==> src/rtl/alu_accum_seq.sv <==
// Small sequential ALU with an accumulator result register and an iterative shift-add multiplier.
// Single-cycle ops complete at the accept edge; MUL walks one multiplier bit per cycle.
module alu_accum_seq #(
  parameter int WIDTH      = 4,
  parameter bit B_FROM_REG = 1'b0
) (
  input  logic               clk,
  input  logic               rst,
  input  logic [WIDTH-1:0]   a,
  input  logic [WIDTH-1:0]   b,
  input  logic [2:0]         op,
  input  logic               in_valid,
  output logic               in_ready,
  output logic               out_valid,
  output logic               busy,
  output logic [2*WIDTH-1:0] R,
  output logic               carry
);

  localparam int RW    = 2 * WIDTH;
  localparam int CNT_W = (WIDTH > 1) ? $clog2(WIDTH) : 1;

  localparam logic [2:0] OP_ADD    = 3'b000;
  localparam logic [2:0] OP_ACC    = 3'b001;
  localparam logic [2:0] OP_LOGIC  = 3'b010;
  localparam logic [2:0] OP_ORRED  = 3'b011;
  localparam logic [2:0] OP_ANDRED = 3'b100;
  localparam logic [2:0] OP_CONCAT = 3'b101;
  localparam logic [2:0] OP_MUL    = 3'b110;

  typedef enum logic [1:0] {
    IDLE = 2'd0,
    MUL  = 2'd1,
    DONE = 2'd2
  } state_t;

  state_t             state_q, state_d;
  logic [RW-1:0]      r_q, r_d;
  logic               carry_q, carry_d;
  logic [WIDTH-1:0]   mcand_q, mcand_d;
  logic [WIDTH-1:0]   mplier_q, mplier_d;
  logic [CNT_W-1:0]   count_q, count_d;
  logic [RW-1:0]      prod_q, prod_d;

  logic [WIDTH-1:0]   b_op;
  logic               accept;
  logic [WIDTH:0]     add_sum;
  logic [RW:0]        acc_sum;
  logic [RW-1:0]      mcand_shift;
  logic [RW-1:0]      pp_next;
  logic               last_step;

  always_ff @(posedge clk or posedge rst) begin
    if (rst) begin
      state_q  <= IDLE;
      r_q      <= '0;
      carry_q  <= 1'b0;
      mcand_q  <= '0;
      mplier_q <= '0;
      count_q  <= '0;
      prod_q   <= '0;
    end else begin
      state_q  <= state_d;
      r_q      <= r_d;
      carry_q  <= carry_d;
      mcand_q  <= mcand_d;
      mplier_q <= mplier_d;
      count_q  <= count_d;
      prod_q   <= prod_d;
    end
  end

  // Datapath helpers shared by the single-cycle ops and the multiplier step.
  always_comb begin
    b_op        = B_FROM_REG ? r_q[WIDTH-1:0] : b;
    accept      = in_valid && (state_q == IDLE);
    add_sum     = {1'b0, a} + {1'b0, b_op};
    acc_sum     = {1'b0, r_q} + {{(RW + 1 - WIDTH){1'b0}}, a};
    mcand_shift = {{WIDTH{1'b0}}, mcand_q} << count_q;
    pp_next     = prod_q + (mplier_q[count_q] ? mcand_shift : '0);
    last_step   = (count_q == CNT_W'(WIDTH - 1));
  end

  always_comb begin
    state_d  = state_q;
    r_d      = r_q;
    carry_d  = carry_q;
    mcand_d  = mcand_q;
    mplier_d = mplier_q;
    count_d  = count_q;
    prod_d   = prod_q;

    case (state_q)
      IDLE: begin
        if (accept) begin
          state_d = DONE;
          case (op)
            OP_ADD: begin
              r_d     = {{(RW - WIDTH - 1){1'b0}}, add_sum};
              carry_d = add_sum[WIDTH];
            end
            OP_ACC: begin
              r_d     = acc_sum[RW-1:0];
              carry_d = acc_sum[RW];
            end
            OP_LOGIC:  r_d = {a ^ b_op, a | b_op};
            OP_ORRED:  r_d = ((|a) || (|b_op)) ? {1'b1, {(RW - 2){1'b0}}, 1'b1} : '0;
            OP_ANDRED: r_d = ((&a) && (&b_op)) ? {1'b0, {(RW - 2){1'b1}}, 1'b0} : '0;
            OP_CONCAT: r_d = {b_op, a};
            OP_MUL: begin
              // R keeps its old value until the product is complete.
              state_d  = MUL;
              mcand_d  = a;
              mplier_d = b_op;
              count_d  = '0;
              prod_d   = '0;
            end
            default: r_d = r_q;
          endcase
        end
      end
      MUL: begin
        prod_d  = pp_next;
        count_d = count_q + CNT_W'(1);
        if (last_step) begin
          r_d     = pp_next;
          state_d = DONE;
        end
      end
      DONE:    state_d = IDLE;
      default: state_d = IDLE;
    endcase
  end

  assign in_ready  = (state_q == IDLE);
  assign out_valid = (state_q == DONE);
  assign busy      = (state_q == MUL);
  assign R         = r_q;
  assign carry     = carry_q;

endmodule

==> config.mk <==
export PLATFORM = sky130hd
export DESIGN_NAME = alu_accum_seq
export DESIGN_NICKNAME = d
export VERILOG_FILES = /design/src/rtl/alu_accum_seq.sv
export SDC_FILE = /design/constraint.sdc
export NUM_CORES = 1
export LEC_CHECK = 0
export ABC_AREA = 1
export BUFFER_PORTS_ARGS = -buffer_cell sky130_fd_sc_hd__buf_2
export CAP_MARGIN = 0
export CORE_UTILIZATION = 44
export CTS_BUF_LIST = sky130_fd_sc_hd__clkbuf_16
export DETAILED_ROUTE_END_ITERATION = 10
export GPL_TIMING_DRIVEN = 1
export PLACE_DENSITY = 0.66
export SETUP_SLACK_MARGIN = 0.2
export SYNTH_ARGS = -nofsm -noshare
export SYNTH_HDL_FRONTEND = slang
export SYNTH_SLANG_ARGS = --single-unit
==> constraint.sdc <==
create_clock -name clk -period 3.2 [get_ports clk]
set_clock_uncertainty 0.1 [all_clocks]
set_input_delay 0.48 -clock clk [delete_from_list [all_inputs] [get_ports clk]]
set_output_delay 0.48 -clock clk [all_outputs]
set_load 0.03 [all_outputs]
# Word-level counts from Yosys, hierarchy flattened
# Index checks and enable logic that the tools add are counted.
# W data, S select, Z words.
# word_totals
reg_bits	29
input_bits	14
elab_cells	64
output_inout_bits	12
# classes
eq_ne	13
n_reduce_logical	16
n_bitwise	2
n_shift	1
mux	20
magnitude_cmp	1
add_sub_neg	4
# op_table
operator	count
$mux W8	6
$pmux W8 S6	1
$pmux W8 S2	2
$reduce_and A4 Y1	3
$mux W2	5
$add A8 B4 Y9	1
$eq A3 B3 Y1 const B	3
$reduce_and A3 Y1	3
$add A8 B8 Y8	1
$pmux W2 S2	2
$reduce_or A4 Y1	2
$shl A4 B2 Y8	1
$mux W7	1
$ne A7 B1 Y1 const B	1
$eq A3 B2 Y1 const B	2
$ne A2 B1 Y1 const B	3
$add A4 B4 Y5	1
$eq A2 B2 Y1 const B	2
$or A4 B4 Y4	1
$reduce_bool A2 Y1	2
$xor A4 B4 Y4	1
$eq A3 B1 Y1 const B	1
$logic_not A3 Y1	1
$lt A2 B3 Y1 const B	1
other kinds (9)	10

# Longest topological paths before layout
# depth
word_depth	6
mapped_depth	20
ltp_nobuf	19

# Least setup slack after synthesis
# OpenSTA, ideal clock, no wires.
# synth_timing
path_kind	register to register
from	register count_q[0]
to	register r_q[6] (netlist: R[6])
n_path_buf	1
path_stages_with_launch	16
required_time_ps	2983
period_less_slack_ps	2286
t_arrival_ps	2069
setup_ps	117
setup_slack_ps	914
cell_sequence	dfrtp_1 > buf_2 > inv_1 > o21ai_0 > nand2_1 > o21ai_0 > inv_1 > ha_1 > a21oi_1 > or2_2 > nand3_1 > nand2_1 > nand3_1 > nand2_1 > nand2_1 > nand2_1
# synth_between
elab_chain_len	6
word_cells_on_any_way	10
cone_classes	add/sub: 1; eq/ne: 2; shift: 1; mux: 5; reduce/logical: 1
# synth_rtl
item	line_no	source
start, declared	42	logic [CNT_W-1:0] count_q, count_d;
start signal, assigned	68	count_q <= count_d;
$bmux W1 S2	80	pp_next = prod_q + (mplier_q[count_q] ? mcand_shift : '0);
$mux W1 (implied by the code)	80	
$mux W8	80	
$add A8 B8 Y8	80	
$mux W8	125	if (last_step) begin
$pmux W8 S2	93	case (state_q)
end signal, assigned	64	r_q <= r_d;
end, declared	38	logic [RW-1:0] r_q, r_d;
# Parallel ways exist; a longest one is shown, timed or not. The select of a mux whose other input is x is not followed.
# A chain may end at the register's enable or synchronous reset.

# Worst setup path in the final report
# Same ends and word-level chain as after synthesis.

==> out/metrics.cfg <==
[pwr]
swShare_pct = 48.0
clock_power_share_pct = 19.0
leakage_nw = 1.63
seqPwrFrac_pct = 30.3
ir_worst_vdd_mv = 0.402
power.switching_mw = 1.14
total_power_mw = 2.38
p_comb_share_pct = 50.8
power.density_nw_per_um2 = 817
intPower_mw = 1.24

[setup_path]
ff2ff_setup_slack_ns = 0.58
endpoint = R[6]
worst_ep_required_time_ns = 3.27
worst_r2r_startpoint = count_q[0]
timing.rr.end = R[6]
arrival_ns = 2.69
worst_setup_path_end_kind = flop
rr_worst_depth = 16
crit_fanout = 9
worstSetupStartpoint = count_q[0]
cp-start-kind = flop
path_class = flop to flop

[timing]
tightestPinTransition_ns = 0.507
fmax_mhz = 382
slew-limit-headroom_pct = 66.1
setup_ws_ns = 0.579
hold_violations = 0
fin_crit_sh_pct = 81.9
period_minus_slack_ns = 2.62
setup_viol = 0
drv_slew = 0
rsz0062_at_grt = false
fin_setup_tns_ns = 0

[yosys]
synth-async-reset-ratio_pct = 100
synth-edff-count = 0
syn_area_um2 = 2590
synth.yosys.seq_area_share_pct = 28.1
synth-seq-cells = 29
synthFlopType = dfrtp_1
avgSynthCellArea_um2 = 6.70
postSynthCellCount = 386
ys_types = 33
syn-num-nets = 423
yosys_warnings = 0

[layout]
multi_input_area_um2 = 1630
regArea_um2 = 726
stdcell_count = 488
area_growth_pct = 12.6
diodes = 0
nNetsFinal = 452
fillers = 570
drive_above_1_share_pct = 13.2

[global_route]
grt_pass1_wl_um = 10900
antenna_found_initial = 0
grt_pass1_vias = 2389
grt_use_total_pct = 23.0
grt_max_degree = 30
gr-total-overflow = 0

[placement]
place_congestion = 0.868
dp_cells = 480
port-buffer-count = 25
place_ws_ns = 0.629
dp_hpwl_um = 5010

[clocking]
cts_buffer_depth = 2
clk_latency_ns = 0.28
post_cts_resized = 0
cts_setup_buffers = 0
cts_hold_buf = 0
cts_sinks = 29
cts_buffers = 5
cts-root-buf = clkbuf_16
path_clk_slew_ns = 0.05
cts_tree = yes
h-tree-depth = 2

[routing]
via_per_inst = 5.10
drc = 0
routed_wl_um = 6400
vias = 2488
drt_iter0_drc = 106
detail-route-antenna-nets = 0
wl_per_cell_um = 13.1
dr.pass1.iters = 4

[job]
max_cap_violations = 0

[worst_hold_path]
min_path_type = input port to async pin

[outcome]
run_status = complete, no violations

[floorplanning]
die_w_um = 78.7
ios = 26
core_um2 = 5570
num_rows = 27
die_h_um = 78.7
initial_core_util_pct = 46.4
die_area_um2 = 6190

[area by class of cell]
type                            count  area share, %
Clock buffer                        5           4.30
Inverter                           52           6.79
Tap cell                           72           3.09
Clock inverter                      3          0.473
Timing Repair Buffer               26           4.55
Multi-Input combinational cell    301           55.9
Sequential cell                    29           24.9
[Yosys cell counts (3+ instances only)]
cell     number  area [um2]
mux2i_1       3        30.0
o21ai_0      16        80.1
ha_1         20         250
inv_1        46         173
o21ai_2       8        70.1
nor2_4        3        33.8
fa_1          3        60.1
a21oi_1      17        85.1
nor2_1       55         206
nand3_1      31         155
inv_2         5        18.8
dfrtp_1      29         726
nand2_1     120         450
nand4_1       8        50.1
[sequential cells by signal, indices dropped and copies added, names as in the netlist]
name,flops
R,8
carry,1
count_q,2
mcand_q,4
mplier_q,4
prod_q,8
state_q,2
[per-stage QoR]
stage | area, um2 | hold slack (ns) | util (%)
3_3_place_gp | 2770 | 0.370 | 49.8
3_5_place_dp | 2770 | 0.373 | 49.8
5_1_grt | 2910 | 0.201 | 52.3
2_1_floorplan | 2590 | 0.348 | -
6_report | 2910 | 0.164 | 52.3
4_1_cts | 2910 | 0.177 | 52.3
[critical path, cell delays in order, from the launching register on]
cell     delay (ns)
dfrtp_1        0.52
inv_1          0.15
nor2_1         0.11
nor2_1         0.06
o21ai_0        0.13
nand2_1        0.13
o21ai_0        0.10
inv_1          0.07
ha_1           0.36
a21oi_1        0.11
or2_2          0.29
nand3_1        0.07
nand2_1        0.06
nand3_1        0.09
nand2_1        0.06
nand2_1        0.05
nand2_1        0.04
[how the worst min path moves through the flow]
stage / cells past startpoint / slack, ns / endpoint / from
after floorplan: 2 / 0.35 / prod_q[2] / prod_q[2]
after global placement: 2 / 0.37 / mplier_q[2] / mplier_q[2]
after detailed placement: 2 / 0.37 / prod_q[2] / prod_q[2]
after CTS: 3 / 0.18 / prod_q[3] / rst
after global routing: 3 / 0.20 / prod_q[3] / rst
final: 3 / 0.16 / prod_q[2] / rst
[layout by cell type, fill, tap and decap left out, types with 3 or more instances in the layout]
cell,Yosys,routed
nand2_1,120,120
nor2_1,55,55
inv_1,46,47
nand3_1,31,31
dfrtp_1,29,29
buf_2,1,25
ha_1,20,20
a21oi_1,17,17
o21ai_0,16,16
o21ai_2,8,8
nand4_1,8,8
inv_2,5,5
clkbuf_16,0,5
nor2_4,3,3
mux2i_1,3,3
fa_1,3,3
[logic make-up (layout without fill, tap and decap cells)]
group | count (synthesis) | after routing | synth area share (%)
multiplexers | 3 | 3 | 1.16
AO/OA/AOI/OAI | 51 | 51 | 12.1
adder cells (fa/ha/maj) | 23 | 23 | 12.0
buffers and inverters | 56 | 86 | 9.00
AND/OR/NAND/NOR | 224 | 224 | 37.7
flip-flops | 29 | 29 | 28.1
[power groups by stage]
stage | Combinational [mW] | Clock, mW | Sequential, mW
floorplan | 0.855 | 0 | 0.775
global placement | 1.19 | 0 | 0.716
detailed placement | 1.21 | 0 | 0.719
CTS | 1.21 | 0.458 | 0.718
global route | 1.38 | 0.470 | 0.746
finish | 1.21 | 0.451 | 0.720
[routing by layer]
metal	wire, um	vias to the layer above	GRT usage [%]	share of wire (%)
met5	0	-	0	0
met4	349	0	17.8	5.5
met3	234	25	2.67	3.7
met2	2720	62	34.6	43
li1	-	1302	-	-
met1	3090	1099	29.7	48
Power figures use the tool's default switching activity.
